File: config.mk
export PLATFORM = sky130hd
export DESIGN_NAME = imem_loader
export DESIGN_NICKNAME = d
export VERILOG_FILES = /design/src/rtl/imem_loader.sv
export SDC_FILE = /design/constraint.sdc
export NUM_CORES = 1
export LEC_CHECK = 0
export ABC_AREA = 0
export CAP_MARGIN = 20
export CORE_ASPECT_RATIO = 2
export CORE_MARGIN = 10
export CORE_UTILIZATION = 40
export DETAILED_ROUTE_END_ITERATION = 7
export DONT_BUFFER_PORTS = 1
export GPL_TIMING_DRIVEN = 0
export PLACE_DENSITY_LB_ADDON = 0.1
export SETUP_SLACK_MARGIN = 0.1
export SLEW_MARGIN = 20
export SYNTH_ARGS = -nofsm -noshare
export SYNTH_HDL_FRONTEND = slang
export SYNTH_SLANG_ARGS = --single-unit
File: constraint.sdc
create_clock -name SYS_clk -period 2.3 [get_ports SYS_clk]
set_input_delay 0.46 -clock SYS_clk [delete_from_list [all_inputs] [get_ports SYS_clk]]
set_output_delay 0.46 -clock SYS_clk [all_outputs]
set_load 0.05 [all_outputs]
File: src/rtl/imem_loader.sv
// Byte-stream to instruction-memory loader: packs little-endian bytes into 32-bit words.
// Optional running sum of written words is enabled by defining LOADER_CHECKSUM_EN.
module imem_loader #(
    parameter int unsigned DEPTH = 1000
) (
    input  logic        SYS_clk,
    input  logic        SYS_reset,
    input  logic        start,
    input  logic        in_valid,
    input  logic [7:0]  in_byte,
    input  logic        in_last,
    output logic        in_ready,
    output logic        wr_en,
    output logic [31:0] wr_addr,
    output logic [31:0] wr_data,
    output logic        cpu_hold,
    output logic        done,
    output logic        overflow,
    output logic [15:0] word_count,
    output logic [31:0] checksum
);

    typedef enum logic [1:0] {StIdle, StLoad, StDone} state_e;

    state_e      state_q;
    logic [31:0] idx_q;
    logic [1:0]  lane_q;
    logic [31:0] word_q;
    logic [31:0] merged;
    logic        accept;

    assign accept = in_valid && in_ready;

    // Current partial word with the incoming byte dropped into its lane; upper lanes stay zero.
    always_comb begin
        merged = word_q;
        merged[{lane_q, 3'b000} +: 8] = in_byte;
    end

    always_ff @(posedge SYS_clk) begin
        if (SYS_reset) begin
            state_q    <= StIdle;
            idx_q      <= '0;
            lane_q     <= '0;
            word_q     <= '0;
            in_ready   <= 1'b0;
            wr_en      <= 1'b0;
            wr_addr    <= '0;
            wr_data    <= '0;
            cpu_hold   <= 1'b0;
            done       <= 1'b0;
            overflow   <= 1'b0;
            word_count <= '0;
        end else begin
            wr_en <= 1'b0;
            unique case (state_q)
                StIdle, StDone: begin
                    if (start) begin
                        state_q    <= StLoad;
                        in_ready   <= 1'b1;
                        cpu_hold   <= 1'b1;
                        done       <= 1'b0;
                        idx_q      <= '0;
                        lane_q     <= '0;
                        word_q     <= '0;
                        overflow   <= 1'b0;
                        word_count <= '0;
                    end
                end
                StLoad: begin
                    if (accept) begin
                        if (idx_q == DEPTH) begin
                            overflow <= 1'b1;
                        end else if (lane_q == 2'd3 || in_last) begin
                            wr_en      <= 1'b1;
                            wr_addr    <= idx_q << 2;
                            wr_data    <= merged;
                            idx_q      <= idx_q + 32'd1;
                            word_count <= word_count + 16'd1;
                            lane_q     <= '0;
                            word_q     <= '0;
                        end else begin
                            word_q <= merged;
                            lane_q <= lane_q + 2'd1;
                        end
                        if (in_last) begin
                            state_q  <= StDone;
                            in_ready <= 1'b0;
                            cpu_hold <= 1'b0;
                            done     <= 1'b1;
                        end
                    end
                end
                default: state_q <= StIdle;
            endcase
        end
    end

`ifdef LOADER_CHECKSUM_EN
    logic [31:0] checksum_q;

    // Accumulates the word one cycle after its strobe; a new load restarts the sum.
    always_ff @(posedge SYS_clk) begin
        if (SYS_reset) begin
            checksum_q <= '0;
        end else if (start && state_q != StLoad) begin
            checksum_q <= '0;
        end else if (wr_en) begin
            checksum_q <= checksum_q + wr_data;
        end
    end

    assign checksum = checksum_q;
`else
    assign checksum = 32'd0;
`endif

endmodule
Word-level counts from Yosys, hierarchy flattened

Cells that the tools add are included.

Logic and storage cells: 78
Input bits: 13
Output and inout port bits: 117
Register bits after elaboration: 150

Eq/ne operators: 10
Add/subtract/negate cells: 4
Shift operators: 2
Bitwise logic cells: 3
Multiplexer cells: 36
Reduce and logical (&&, ||, !) cells: 12

Operators by type and width:

| kind                     | number |
|---|---|
| $mux W32                 | 7 |
| $pmux W32 S2             | 2 |
| $mux W16                 | 4 |
| $add A32 B1 Y32 const B  | 1 |
| $bwmux W32               | 1 |
| $eq A32 B10 Y1 const B   | 1 |
| $pmux W16 S2             | 1 |
| $shift A8 B7 Y32 const A | 1 |
| $shiftx A8 B7 Y32        | 1 |
| $add A16 B1 Y16 const B  | 1 |
| $reduce_and A4 Y1        | 4 |
| $mux W2                  | 7 |
| $ne A2 B2 Y1 const B     | 6 |
| $mux W1                  | 9 |
| $pmux W2 S2              | 2 |
| $neg A5 Y7               | 1 |
| $pmux W1 S2              | 3 |
| $reduce_and A5 Y1        | 1 |
| $eq A2 B2 Y1 const B     | 2 |
| $reduce_or A4 Y1         | 1 |
| $not A1 Y1               | 3 |
| $reduce_and A3 Y1        | 1 |
| $add A2 B1 Y2 const B    | 1 |
| $eq A2 B1 Y1 const B     | 1 |
| other kinds (5)          | 5 |

Depth between registers and ports, before layout

Depth after elaboration: 7
Gate-level depth with buffers: 9

Worst setup path after synthesis

Ideal clock, no wire load.

Kind: reg-to-reg
Start point: register lane_q[0]
End point: register word_q[29]
Arrival time: 2.085 ns
Required time: 2.230 ns
Path slack: 0.144 ns
Period minus slack after synthesis: 2.156 ns
Setup time: 0.070 ns
Cell stages (with the launch flop): 8
Path through: dfxtp_1 -> inv_1 -> ha_1 -> clkbuf_1 -> nor3_1 -> a32oi_1 -> or3_1 -> a21oi_1

Longest elaborated chain between the ends: 7

RTL lines:

| what                                                  | RTL line | text |
|---|---|---|
| start, declared                                       | 27       | `logic [1:0] lane_q;` |
| start signal, assigned                                | 84       | `lane_q <= lane_q + 2'd1;` |
| $neg A5 Y7                                            | 37       | `merged[{lane_q, 3'b000} +: 8] = in_byte;` |
| $shiftx A8 B7 Y32 or $shift A8 B7 Y32 (tied branches) | 37       |  |
| $bwmux W32                                            | 37       |  |
| $mux W32 *                                            | 74       | `end else if (lane_q == 2'd3 \|\| in_last) begin` |
| $mux W32 *                                            | 72       | `if (idx_q == DEPTH) begin` |
| $mux W32 *                                            | 71       | `if (accept) begin` |
| $pmux W32 S2 *                                        | 56       | `unique case (state_q)` |
| end signal, assigned                                  | 83       | `word_q <= merged;` |
| end, declared                                         | 28       | `logic [31:0] word_q;` |

Mark *: on every way between the ends. The rest lies on a longest branch, timed or not. The select of a mux whose other input is x is not followed.
A chain may end at the register's enable or synchronous reset.

Final worst setup path

Start point: register lane_q[0]
End point: register idx_q[28]

Longest elaborated chain between the ends: 4

RTL lines:

| what                               | RTL line | text |
|---|---|---|
| $eq A2 B2 Y1                       | 74       |  |
| $logic_or A1 B1 Y1                 | 74       |  |
| $ne A2 B2 Y1 (no source line)      | -        |  |
| $reduce_and A5 Y1 (no source line) | -        |  |
| end signal, assigned               | 78       | `idx_q <= idx_q + 32'd1;` |
| end, declared                      | 26       | `logic [31:0] idx_q;` |

No other way between the ends.

==> flow_results.org <==
** Status
- Status :: completed

** Timing
- Worst-Margin Slew :: 758 ps
- Min cycle time layout :: 2120 ps
- Count of final max-slew check failures :: 0
- Worst Hold Slack :: 229 ps
- Setup repair after global routing missed its margin :: yes
- Tightest slew margin relative to the limit :: 49.4%
- Setup violators final :: 0
- Setup Skew :: 7.49 ps
- Count of endpoints failing hold in the final timing report :: 0
- The final critical path takes up 92.4% of the cycle.
- Static timing analysis puts the maximum clock frequency at 471 MHz.

** Worst setup path
- The signal on the critical path passes through ha_1 > or4b_4 > buf_8 > o21a_4 > o32ai_4 > buf_6 > buf_4 > nand2_1 > nand3_1.
- Stage delay of the slowest cell on the critical path :: 500 ps
- Number of logic stages on the critical path including buffering :: 9
- The critical path is of the flip-flop to flip-flop type.
- Maximum fanout along the worst path :: 6
- Critical path launch point :: lane_q[0]
- The worst register-to-register path ends at idx_q[28].
- Kind of start point of the critical path :: flip-flop
- Required time worst endpoint :: 2670 ps
- Worst setup path endpoint :: idx_q[28]
- Worst path slowest cell :: sky130_fd_sc_hd__or4b_4
- Counting both buffers and inverters, the worst setup path holds a total of 3.
- Across all register-to-register paths, the minimum setup slack is 180 ps.
- The worst register-to-register path begins at lane_q[0].
- Cell family contributing the most delay on the critical path :: simple AND/OR/NAND/NOR gates
- Data arrives at the worst endpoint at 2490 ps.
- STA classifies the critical path endpoint as a flip-flop.
- The number of cells on the worst reg-to-reg path is 9.

** Synthesis
- Number of enable flip-flop cells after synthesis :: 0
- Synth async-reset ratio :: 0%
- Cells after synthesis :: 878
- Portion of netlist area occupied by mux cells :: 0.138%
- Xor/xnor share of the synthesized area :: 0.362%
- Summing the sequential cell areas from Yosys gives 41.4% of the chip area.
- Syn_area_per_cell :: 8.26 um2
- Summing the areas of all fa, ha and maj instances in the mapped netlist gives 1.55% of the synthesized area.
- Mapped cell area :: 7250 um2
- Combinational family with the most area after synthesis :: compound AO/OA/AOI/OAI gates
- For this run, the leading register cell type out of synthesis is sky130_fd_sc_hd__dfxtp_1.
- The largest total area in the synthesized netlist belongs to sky130_fd_sc_hd__dfxtp_1.
- Area fraction in and, or, nand and nor cells after synthesis :: 21.0%
- The synthesized netlist devotes 25.9% of its cell area to compound gates.
- The Yosys step of the flow raised 0 warnings.
- Synthesized flop and latch total :: 150
- Unique masters post-synth :: 62
- After synthesis, the largest area contributor takes up 41.4% of total cell area.
- Cell types occupying the most area after synthesis :: sky130_fd_sc_hd__dfxtp_1 (41%), sky130_fd_sc_hd__a21oi_1 (8.3%), sky130_fd_sc_hd__buf_4 (4.0%), sky130_fd_sc_hd__nand3_1 (3.9%), sky130_fd_sc_hd__o21ai_0 (3.9%)

** Pwr
- Summed over all nets, the switching power comes to 1.79 mW.
- Share of power burned in registers :: 44.4%
- Part of the total power dissipated in combinational logic :: 10.7%
- Dividing total power by cell area gives a power density of 717 nW/um2.
- Maximum vdd ir drop :: 0.000523 V
- Cell-internal power :: 4.59 mW
- Leakage power total :: 3.07 nW
- Of the total power, the share spent switching nets is 28.0%.
- The clock network accounts for 44.9% of the total power.

** GRT
- Global-route met3 utilization :: 6.48%
- The first global-routing pass estimated 40700 um of wire.
- Summed over all layers, the global routing overflow is 0.
- Initial antenna violation count :: 1
- Global routing consumed, on the met1 layer, 18.4% of the routing resources.
- In this run the most used layer during global routing was met2.
- Via count of the first global-routing pass :: 6975
- Entering global routing, the biggest net connects 17 pins.
- Global-route met2 utilization :: 40.2%
- Total global-route track usage :: 21.6%

** CTS
- At the later pin of the worst-skew pair, clock insertion delay measures 430 ps.
- TritonCTS buffer count :: 17
- Root Buffer Master :: sky130_fd_sc_hd__clkbuf_16
- The tree built by TritonCTS fans out to 150 sinks.
- TritonCTS built the clock tree.
- The H-tree generated during clock tree synthesis spans 4 levels.
- Clock-pin transition on the worst setup and hold timing paths :: 60 ps
- Buffers inserted to repair hold after CTS numbered 0.
- No sink is reached through more buffers than the 2 on the longest clock path.

** Die
- Number of placement rows :: 69
- For this configuration, the core starts out at a cell density of 40.8%.
- Die extent in x :: 115 um
- The total area inside the core boundary comes to 17800 um2.
- For this design the top-level I/O count stands at 130.
- The floorplan step defined a die boundary enclosing 24200 um2.
- The die is 210 um tall.

** Route
- Total iterations of the first detailed-routing run :: 5
- Antenna viol nets, final :: 0
- The first routing iteration left 330 violations.
- After detailed routing, the total wire length is 26800 um.
- The routed layout has 6970 vias.
- DRC violation count after routing :: 0
- After detailed routing, the number of vias per cell comes to 5.95.
- In the final routed layout, each cell accounts on average for 22.9 um.

** Placement
- RePlAce Congestion :: 0.892
- Summed over all nets, the half-perimeter wirelength after detailed placement is 20100 um.
- Port buffering added 0 buffers.

** Layout
- The top cell types in the final layout, fill and taps aside, are sky130_fd_sc_hd__dfxtp_1 (131), sky130_fd_sc_hd__a21oi_1 (106), sky130_fd_sc_hd__buf_4 (67), sky130_fd_sc_hd__nand3_1 (55), sky130_fd_sc_hd__nand2_1 (55).
- NumNets Final :: 969
- The library cell used most frequently in the layout, excluding fill and tap cells, is sky130_fd_sc_hd__dfxtp_1.
- Final core area utilization :: 50.0%
- 0 antenna diodes ended up in the layout.
- P&R area growth vs syn :: 22.6%
- Share of final-layout standard cells stronger than drive strength 1 :: 23.7%

** Worst hold path
- Worst min-delay path category :: primary input to flip-flop

** Job
- Max-cap violations :: 0
## per-layer routing
layer	part of all wire, %	up-vias
li1	-	3354
met1	31	3283
met2	56	248
met3	7.1	85
met4	6.5	0
met5	0	-
## worst reg2reg max path, cell delays in order (launching register included)
cell and delay [ps]:
sky130_fd_sc_hd__dfxtp_4 370, sky130_fd_sc_hd__ha_1 190, sky130_fd_sc_hd__or4b_4 500, sky130_fd_sc_hd__buf_8 160, sky130_fd_sc_hd__o21a_4 150, sky130_fd_sc_hd__o32ai_4 250, sky130_fd_sc_hd__buf_6 210, sky130_fd_sc_hd__buf_4 120
sky130_fd_sc_hd__nand2_1 40, sky130_fd_sc_hd__nand3_1 80
## Yosys cell counts (12+ instances only)
master	n
sky130_fd_sc_hd__dfxtp_1	150
sky130_fd_sc_hd__a21oi_1	121
sky130_fd_sc_hd__nand2_1	57
sky130_fd_sc_hd__nand3_1	56
sky130_fd_sc_hd__o21ai_0	56
sky130_fd_sc_hd__clkbuf_1	44
sky130_fd_sc_hd__buf_4	39
sky130_fd_sc_hd__or3_1	37
sky130_fd_sc_hd__a211oi_1	32
sky130_fd_sc_hd__nor2_1	27
sky130_fd_sc_hd__a32oi_1	24
sky130_fd_sc_hd__a31oi_1	21
sky130_fd_sc_hd__buf_2	21
sky130_fd_sc_hd__nand4_1	20
sky130_fd_sc_hd__o21ai_1	12
sky130_fd_sc_hd__o31ai_1	12
## how the worst min path moves through the flow
stage	to	slack, ps	start	cells past startpoint
3_3_place_gp	word_q[6]	430	word_q[6]	2
5_1_grt	done	220	in_last	2
3_5_place_dp	word_q[2]	440	word_q[2]	2
4_1_cts	done	220	in_last	2
6_report	cpu_hold	230	in_last	3
2_1_floorplan	word_q[0]	430	word_q[0]	2
## kinds of logic after synthesis
family / count (synthesis)
DFF: 150
AOI/OAI and AO/OA: 308
and+or+nand+nor: 278
adders and majority gates: 9
muxes: 1
other: 1
xor gates and xnor gates: 3
buffers and inverters: 128
## power groups by stage
| stage | registers (mW) | clock network (mW) | logic (mW) |
|---|---|---|---|
| 6_report | 2.83 | 2.86 | 0.685 |
| 5_1_grt | 2.84 | 3.03 | 0.732 |
| 4_1_cts | 2.83 | 2.92 | 0.616 |
| 3_5_place_dp | 2.89 | 0 | 0.582 |
| 3_3_place_gp | 2.89 | 0 | 0.580 |
| 2_1_floorplan | 2.87 | 0 | 0.449 |
## stage by stage
stage | TNS, ps | total power [mW] | worst slack [ps] | cells | cell area (um2)
floorplan | 0 | 3.31 | 144 | 911 | 7380
global placement | -44980 | 3.47 | -539 | 1124 | 7640
detailed placement | -45530 | 3.47 | -510 | 1124 | 7640
CTS | 0 | 6.37 | 102 | 1161 | 8520
global route | 0 | 6.60 | 86.5 | 1172 | 8890
finish | 0 | 6.38 | 176 | 1172 | 8890
## registers in the layout, indices dropped and copies added, names as in the netlist
register,count
lane_q,2
word_count,16
done,1
wr_addr,30
idx_q,32
state_q,2
wr_en,1
overflow,1
cpu_hold,1
word_q,32
wr_data,32
## timing repair
action                     in CTS  in global routing
gates resized for setup        63                124
setup buffers                   9                  9
pin swaps                       9                 10
cloned                          0                  3
setup endpoints to repair     146                141
## layout make-up
cell class | count | area, um2
Buffer | 109 | 756
Clock buffer | 19 | 443
Clock inverter | 12 | 154
Fill cell | 1746 | 8890
Inverter | 15 | 60.1
Multi-Input combinational cell | 633 | 4020
Sequential cell | 150 | 3030
Tap cell | 213 | 267
Timing Repair Buffer | 21 | 159
No activity file was read; power rests on OpenSTA's default activity.
